### config.mk
export PLATFORM = sky130hd
export DESIGN_NAME = dcache_unit
export DESIGN_NICKNAME = d
export VERILOG_FILES = /design/src/rtl/dcache_unit.sv
export SDC_FILE = /design/constraint.sdc
export NUM_CORES = 1
export LEC_CHECK = 0
export ABC_AREA = 1
export CAP_MARGIN = 10
export CORE_MARGIN = 3
export CORE_UTILIZATION = 42
export CTS_CLUSTER_SIZE = 10
export DETAILED_ROUTE_END_ITERATION = 10
export MAX_ROUTING_LAYER = met4
export PLACE_DENSITY_LB_ADDON = 0.3
export SYNTH_ARGS = -nofsm -noshare
export SYNTH_HDL_FRONTEND = slang
export SYNTH_SLANG_ARGS = --single-unit
### constraint.sdc
create_clock -name clockIn -period 9.06 [get_ports clockIn]
set_input_delay 1.359 -clock clockIn [delete_from_list [all_inputs] [get_ports clockIn]]
set_output_delay 1.359 -clock clockIn [all_outputs]
set_load 0.02 [all_outputs]
### src/rtl/dcache_unit.sv
// Data-side memory unit: direct-mapped, write-through, no-write-allocate
// word cache in front of a byte-wide RAM port. Serves one load or store
// at a time. Addresses with addr[17:16]==2'b11 are IO and bypass the cache.
module dcache_unit #(
  parameter int CACHE_WIDTH = 4,
  parameter int CACHE_SIZE  = 2**CACHE_WIDTH,
  parameter int TAG_WIDTH   = 16 - CACHE_WIDTH
) (
  input  logic        clockIn,
  input  logic        resetIn,
  input  logic [1:0]  accessType,
  input  logic        readWriteIn,
  input  logic [31:0] dataAddr,
  input  logic [31:0] dataIn,
  output logic        dataValid,
  output logic [31:0] dataOut,
  output logic        dataWriteSuc,
  output logic        busy,
  input  logic [7:0]  memDataIn,
  output logic [7:0]  memDataOut,
  output logic [31:0] memAddrOut,
  output logic        memWriteOut,
  input  logic        ioBufferFull
);

  typedef enum logic [1:0] {IDLE, FETCH, STORE, RESPOND} state_t;

  state_t state, state_next;

  // Cache storage: data and tags carry no reset, only the valid bits do.
  logic [31:0]          line_data [CACHE_SIZE];
  logic [TAG_WIDTH-1:0] line_tag  [CACHE_SIZE];
  logic [CACHE_SIZE-1:0] line_valid;

  // Latched request.
  logic [1:0]  req_size;
  logic [31:0] req_addr;
  logic [31:0] req_data;
  logic        req_io;
  logic        req_hit;

  // Byte counter shared by FETCH and STORE, plus the fetch assembly buffer.
  logic [2:0]  cnt;
  logic [31:0] fetch_buf;

  logic [CACHE_WIDTH-1:0] in_idx, req_idx;
  logic [TAG_WIDTH-1:0]   in_tag, req_tag;
  logic        in_io, in_hit;
  logic [2:0]  req_len, fetch_len, cnt_inc;
  logic [1:0]  cap_sel, st_off;
  logic [31:0] fetch_base, fetch_word;
  logic        fetch_done, store_fire;

  // Number of bytes for an access size code.
  function automatic logic [2:0] size_bytes(input logic [1:0] sz);
    case (sz)
      2'b01:   return 3'd1;
      2'b10:   return 3'd2;
      default: return 3'd4;
    endcase
  endfunction

  // Pull n bytes starting at byte offset off out of a word, zero-extended.
  function automatic logic [31:0] extract(input logic [31:0] w,
                                          input logic [1:0]  off,
                                          input logic [1:0]  sz);
    logic [31:0] s;
    s = w >> {off, 3'b000};
    case (sz)
      2'b01:   return {24'd0, s[7:0]};
      2'b10:   return {16'd0, s[15:0]};
      default: return s;
    endcase
  endfunction

  // Little-endian byte k of a word.
  function automatic logic [7:0] byte_sel(input logic [31:0] w, input logic [1:0] k);
    return w[{k, 3'b000} +: 8];
  endfunction

  assign in_idx     = dataAddr[CACHE_WIDTH+1:2];
  assign in_tag     = dataAddr[17:2+CACHE_WIDTH];
  assign in_io      = (dataAddr[17:16] == 2'b11);
  assign in_hit     = !in_io && line_valid[in_idx] && (line_tag[in_idx] == in_tag);
  assign req_idx    = req_addr[CACHE_WIDTH+1:2];
  assign req_tag    = req_addr[17:2+CACHE_WIDTH];
  assign req_len    = size_bytes(req_size);
  // IO loads read exactly n bytes from the address; cached loads fill a whole line.
  assign fetch_len  = req_io ? req_len : 3'd4;
  assign fetch_base = req_io ? req_addr : {req_addr[31:2], 2'b00};
  assign cnt_inc    = cnt + 3'd1;
  // RAM data lags the address by one cycle, so byte cnt-1 arrives while cnt is current.
  assign cap_sel    = cnt[1:0] - 2'd1;
  assign st_off     = req_addr[1:0] + cnt[1:0];
  assign fetch_done = (state == FETCH) && (cnt == fetch_len);

  // Assembled fetch word including the byte arriving this cycle.
  always_comb begin
    fetch_word = fetch_buf;
    if (cnt != 3'd0) fetch_word[{cap_sel, 3'b000} +: 8] = memDataIn;
  end

  // State register.
  always_ff @(posedge clockIn) begin
    if (resetIn) state <= IDLE;
    else         state <= state_next;
  end

  // Next-state logic and the combinational RAM write strobe / busy flag.
  always_comb begin
    state_next  = state;
    store_fire  = 1'b0;
    memWriteOut = 1'b0;
    busy        = (state != IDLE);
    case (state)
      IDLE: begin
        if (accessType != 2'b00) begin
          if (!readWriteIn)  state_next = STORE;
          else if (!in_hit)  state_next = FETCH;
        end
      end
      FETCH: begin
        if (fetch_done) state_next = RESPOND;
      end
      STORE: begin
        // IO writes wait for room in the output buffer; the byte index holds.
        store_fire  = !(req_io && ioBufferFull);
        memWriteOut = store_fire;
        if (store_fire && (cnt == req_len - 3'd1)) state_next = RESPOND;
      end
      RESPOND: state_next = IDLE;
      default: state_next = IDLE;
    endcase
  end

  // Control and output registers: pulses, RAM address/data, counter, valid bits.
  always_ff @(posedge clockIn) begin
    if (resetIn) begin
      dataValid    <= 1'b0;
      dataWriteSuc <= 1'b0;
      dataOut      <= '0;
      memAddrOut   <= '0;
      memDataOut   <= '0;
      cnt          <= '0;
      line_valid   <= '0;
    end else begin
      dataValid    <= 1'b0;
      dataWriteSuc <= 1'b0;
      case (state)
        IDLE: begin
          if (accessType != 2'b00) begin
            cnt <= '0;
            if (readWriteIn) begin
              if (in_hit) begin
                dataValid <= 1'b1;
                dataOut   <= extract(line_data[in_idx], dataAddr[1:0], accessType);
              end else begin
                memAddrOut <= in_io ? dataAddr : {dataAddr[31:2], 2'b00};
              end
            end else begin
              memAddrOut <= dataAddr;
              memDataOut <= dataIn[7:0];
            end
          end
        end
        FETCH: begin
          cnt <= cnt_inc;
          if (cnt_inc < fetch_len) memAddrOut <= fetch_base + {29'd0, cnt_inc};
          if (fetch_done) begin
            dataValid <= 1'b1;
            dataOut   <= extract(fetch_word, req_io ? 2'b00 : req_addr[1:0], req_size);
            if (!req_io) line_valid[req_idx] <= 1'b1;
          end
        end
        STORE: begin
          if (store_fire) begin
            cnt <= cnt_inc;
            if (cnt == req_len - 3'd1) begin
              dataWriteSuc <= 1'b1;
            end else begin
              memAddrOut <= req_addr + {29'd0, cnt_inc};
              memDataOut <= byte_sel(req_data, cnt_inc[1:0]);
            end
          end
        end
        default: ;
      endcase
    end
  end

  // Request latch, fetch buffer, and line data/tag updates (fill and write-through hit).
  always_ff @(posedge clockIn) begin
    case (state)
      IDLE: begin
        if (accessType != 2'b00) begin
          req_size <= accessType;
          req_addr <= dataAddr;
          req_data <= dataIn;
          req_io   <= in_io;
          req_hit  <= in_hit;
        end
      end
      FETCH: begin
        if (cnt != 3'd0) fetch_buf[{cap_sel, 3'b000} +: 8] <= memDataIn;
        if (fetch_done && !req_io) begin
          line_data[req_idx] <= fetch_word;
          line_tag[req_idx]  <= req_tag;
        end
      end
      STORE: begin
        if (store_fire && req_hit) line_data[req_idx][{st_off, 3'b000} +: 8] <= memDataOut;
      end
      default: ;
    endcase
  end

endmodule

==> results.yml <==
outcome:
  run_status: "completed"
detailed_routing:
  drt_iter0_markers: 3665
  firstDrtPassIters: 6
  num_vias: 29500
  routed_wl_um: 119000
  wl_per_cell_um: 22.8
  drcViolationCount: 0
  via_per_inst: 5.63
  postRouteAntennaNets: 0
sta:
  tns_ns: 0
  period_share_pct: 56.8
  period_minus_slack_ns: 5.15
  skew_ns: 0.0293
  timing.final.hold_violations: 0
  slew_violations: 0
  max-slew-margin-rel_pct: 20.2
  grt_setup_unrepaired: "false"
  tightestPinTransition_ns: 1.19
  fmax_mhz: 194
  setup_viol: 0
floorplan:
  coreArea_mm2: 0.0936
  fp.dieW_um: 314
  row_count: 112
  die_y_um: 314
  boundaryPins: 154
  dieArea_mm2: 0.0984
  initial_core_util_pct: 42.5
yosys:
  avgSynthCellArea_um2: 10.4
  synth_mux_area_share_pct: 0.277
  synth_area_mm2: 0.0398
  ys_ff_latch: 899
  yosys.area_share.xor_xnor_pct: 0.441
  synth_fa_ha_area_share_pct: 0.932
  synth-simple-area-share_pct: 16.6
  synth_seq_area_share_pct: 65.5
  synth_top_family_by_area: "simple AND/OR/NAND/NOR gates"
  synth_compound_area_share_pct: 11.3
  async_flop_share_pct: 0
  syn-instance-count: 3816
  yosysWarnings: 0
  synth_cell_types: 41
  syn-num-nets: 3923
  synth-edff-count: 804
  synthFlopType: "edfxtp_1"
worst_setup_path:
  path_max_fanout: 64
  crit_path_max_incr_delay_ns: 0.96
  cp.required_ns: 9.61
  critical_path.slowest_cell: "clkinv_2"
  r2r_cells: 9
  cp-end-kind: "flop"
  path_class: "in2reg"
  cp.arrival_ns: 5.70
  crit_top_cell: "nand3_1"
  worstSetupStartpointType: "input port"
  path_cells: "buf_4 > clkinv_2 > buf_4 > nand3_1 > nand3_1 > nand3_1 > inv_1 > nor2_1 > nand2_1 > nor2_1 > nand3_1 > nand2_2 > nand3_1 > nand2_1 > nor2_1"
  r2r_slack_ns: 4.24
place:
  port_buffers: 153
  post-dp-hpwl_um: 75100
  placedCellCount: 5063
  globalplace.congestion: 1.00
min_path:
  hold_class: "reg2reg"
  holdPathStages: 1
power_and_ir_drop:
  max-vdd-ir-drop_v: 0.000202
  p_leak_nw: 16.2
  power_density_mw_per_mm2: 277
clock_tree:
  post_cts_buffers: 0
  clkSinkCount: 899
  cts-buffers-inserted: 101
  ctsLongestPathBuffers: 3
  cts_tree: "built"
  clk_latency_ns: 0.68
  ctsHoldBuffers: 0
  clk_pin_slew_worst_paths_ns: 0.06
  cts-htree-levels: 3
  root_buffer: "clkbuf_16"
  cts.repair.resized: 0
finish:
  nNetsFinal: 4021
  final_cell_mix: "edfxtp_1, nor2_1, nand2_1"
  layoutNonFillerInstCount: 5240
  area_growth_pct: 14.4
  drive_gt1_share_pct: 5.40
  final_common_cell: "edfxtp_1"
grt:
  grt_max_degree: 188
  grt_pass1_vias: 27700
  gr-total-overflow: 0
  antenna_found_initial: 6
  grt_first_pass_wirelength_um: 177000
  track_usage_pct: 24.5
flow_run:
  max_cap_violations: 0
==> synth_stat cells, types with 22 or more instances <==
library cell,instances,area share [%]
a21oi_1,158,2.0
buf_2,53,0.67
buf_4,23,0.43
clkbuf_1,127,1.2
dfxtp_1,95,4.8
edfxtp_1,804,61
ha_1,28,0.88
inv_1,238,2.2
nand2_1,613,5.8
nand3_1,323,4.1
nor2_1,639,6.0
o211ai_1,131,2.5
o21a_1,22,0.42
o21ai_0,326,4.1
o221ai_1,24,0.53
o22ai_1,28,0.44
==> metrics by stage <==
step                      utilization [%]  area, um^2  hold WS [ns]  power (W)  setup slack [ns]
after CTS                            48.5       45400         0.466     0.0126              4.05
final                                48.6       45500         0.461     0.0126              3.91
after global placement               45.4       42500         0.446    0.00886              3.40
after detailed placement             45.4       42500         0.453    0.00889              3.32
after global routing                 48.6       45500         0.474     0.0131              3.60
after floorplan                         -       39800         0.441    0.00744              3.42
==> flip-flops by register name, indices dropped and copies added, names as in the netlist, 3 cells and up <==
| signal | flops |
|---|---|
| cnt | 3 |
| dataOut | 32 |
| fetch_buf | 32 |
| line_data | 512 |
| line_tag | 192 |
| line_valid | 16 |
| memAddrOut | 32 |
| memDataOut | 8 |
| req_addr | 32 |
| req_data | 32 |
==> path summary, 6_finish.rpt <==
kind | from | endpoint
setup reg to reg | req_addr[0]$_DFFE_PP_ | line_data[2][6]$_DFFE_PP_
hold reg to reg | line_valid[5]$_SDFFE_PP0P_ | line_valid[5]$_SDFFE_PP0P_
setup / recovery | dataAddr[4] | dataOut[22]$_SDFFE_PP0P_
hold / removal | line_valid[5]$_SDFFE_PP0P_ | line_valid[5]$_SDFFE_PP0P_
==> final cells by class <==
cell class                 instances  area (um^2)
timing repair buffer             222         2080
tap                             1254         1570
antenna                            2         5.00
fill                            8575        48200
clock buffer                     163         2790
multi-input combinational       2443        11900
inverter                         247          938
clock inverter                    10          165
sequential                       899        26000
==> worst max-delay path, delay by kind of cell <==
kind	cells	cell delay, ns
AND/OR/NAND/NOR	11	2.10
buffers and inverters	4	2.13
==> power by group <==
group / switching, W / internal, W / total [W]
registers: 0.000333 / 0.00521 / 0.00555
logic: 0.00234 / 0.000988 / 0.00332
clock network: 0.00163 / 0.00210 / 0.00374
total: 0.00430 / 0.00830 / 0.0126
==> logic make-up (layout without fill, tap and decap cells) <==
family	count (synthesis)	count (layout)
buffers and inverters	474	642
adder cells (fa/ha/maj)	29	29
other	0	2
multiplexers	11	11
XOR/XNOR	20	20
AO/OA/AOI/OAI	761	761
AND/OR/NAND/NOR	1622	1622
flip-flops	899	899
==> per-layer routing <==
layer	track usage [%]	share of wire, %	vias up	wire [um]
li1	-	-	13600	-
met1	32.4	41	14300	48600
met2	38.5	47	1358	56300
met3	3.84	8.4	270	10100
met4	9.01	3.7	0	4380
met5	-	0	-	0
Power figures use the tool's default switching activity.
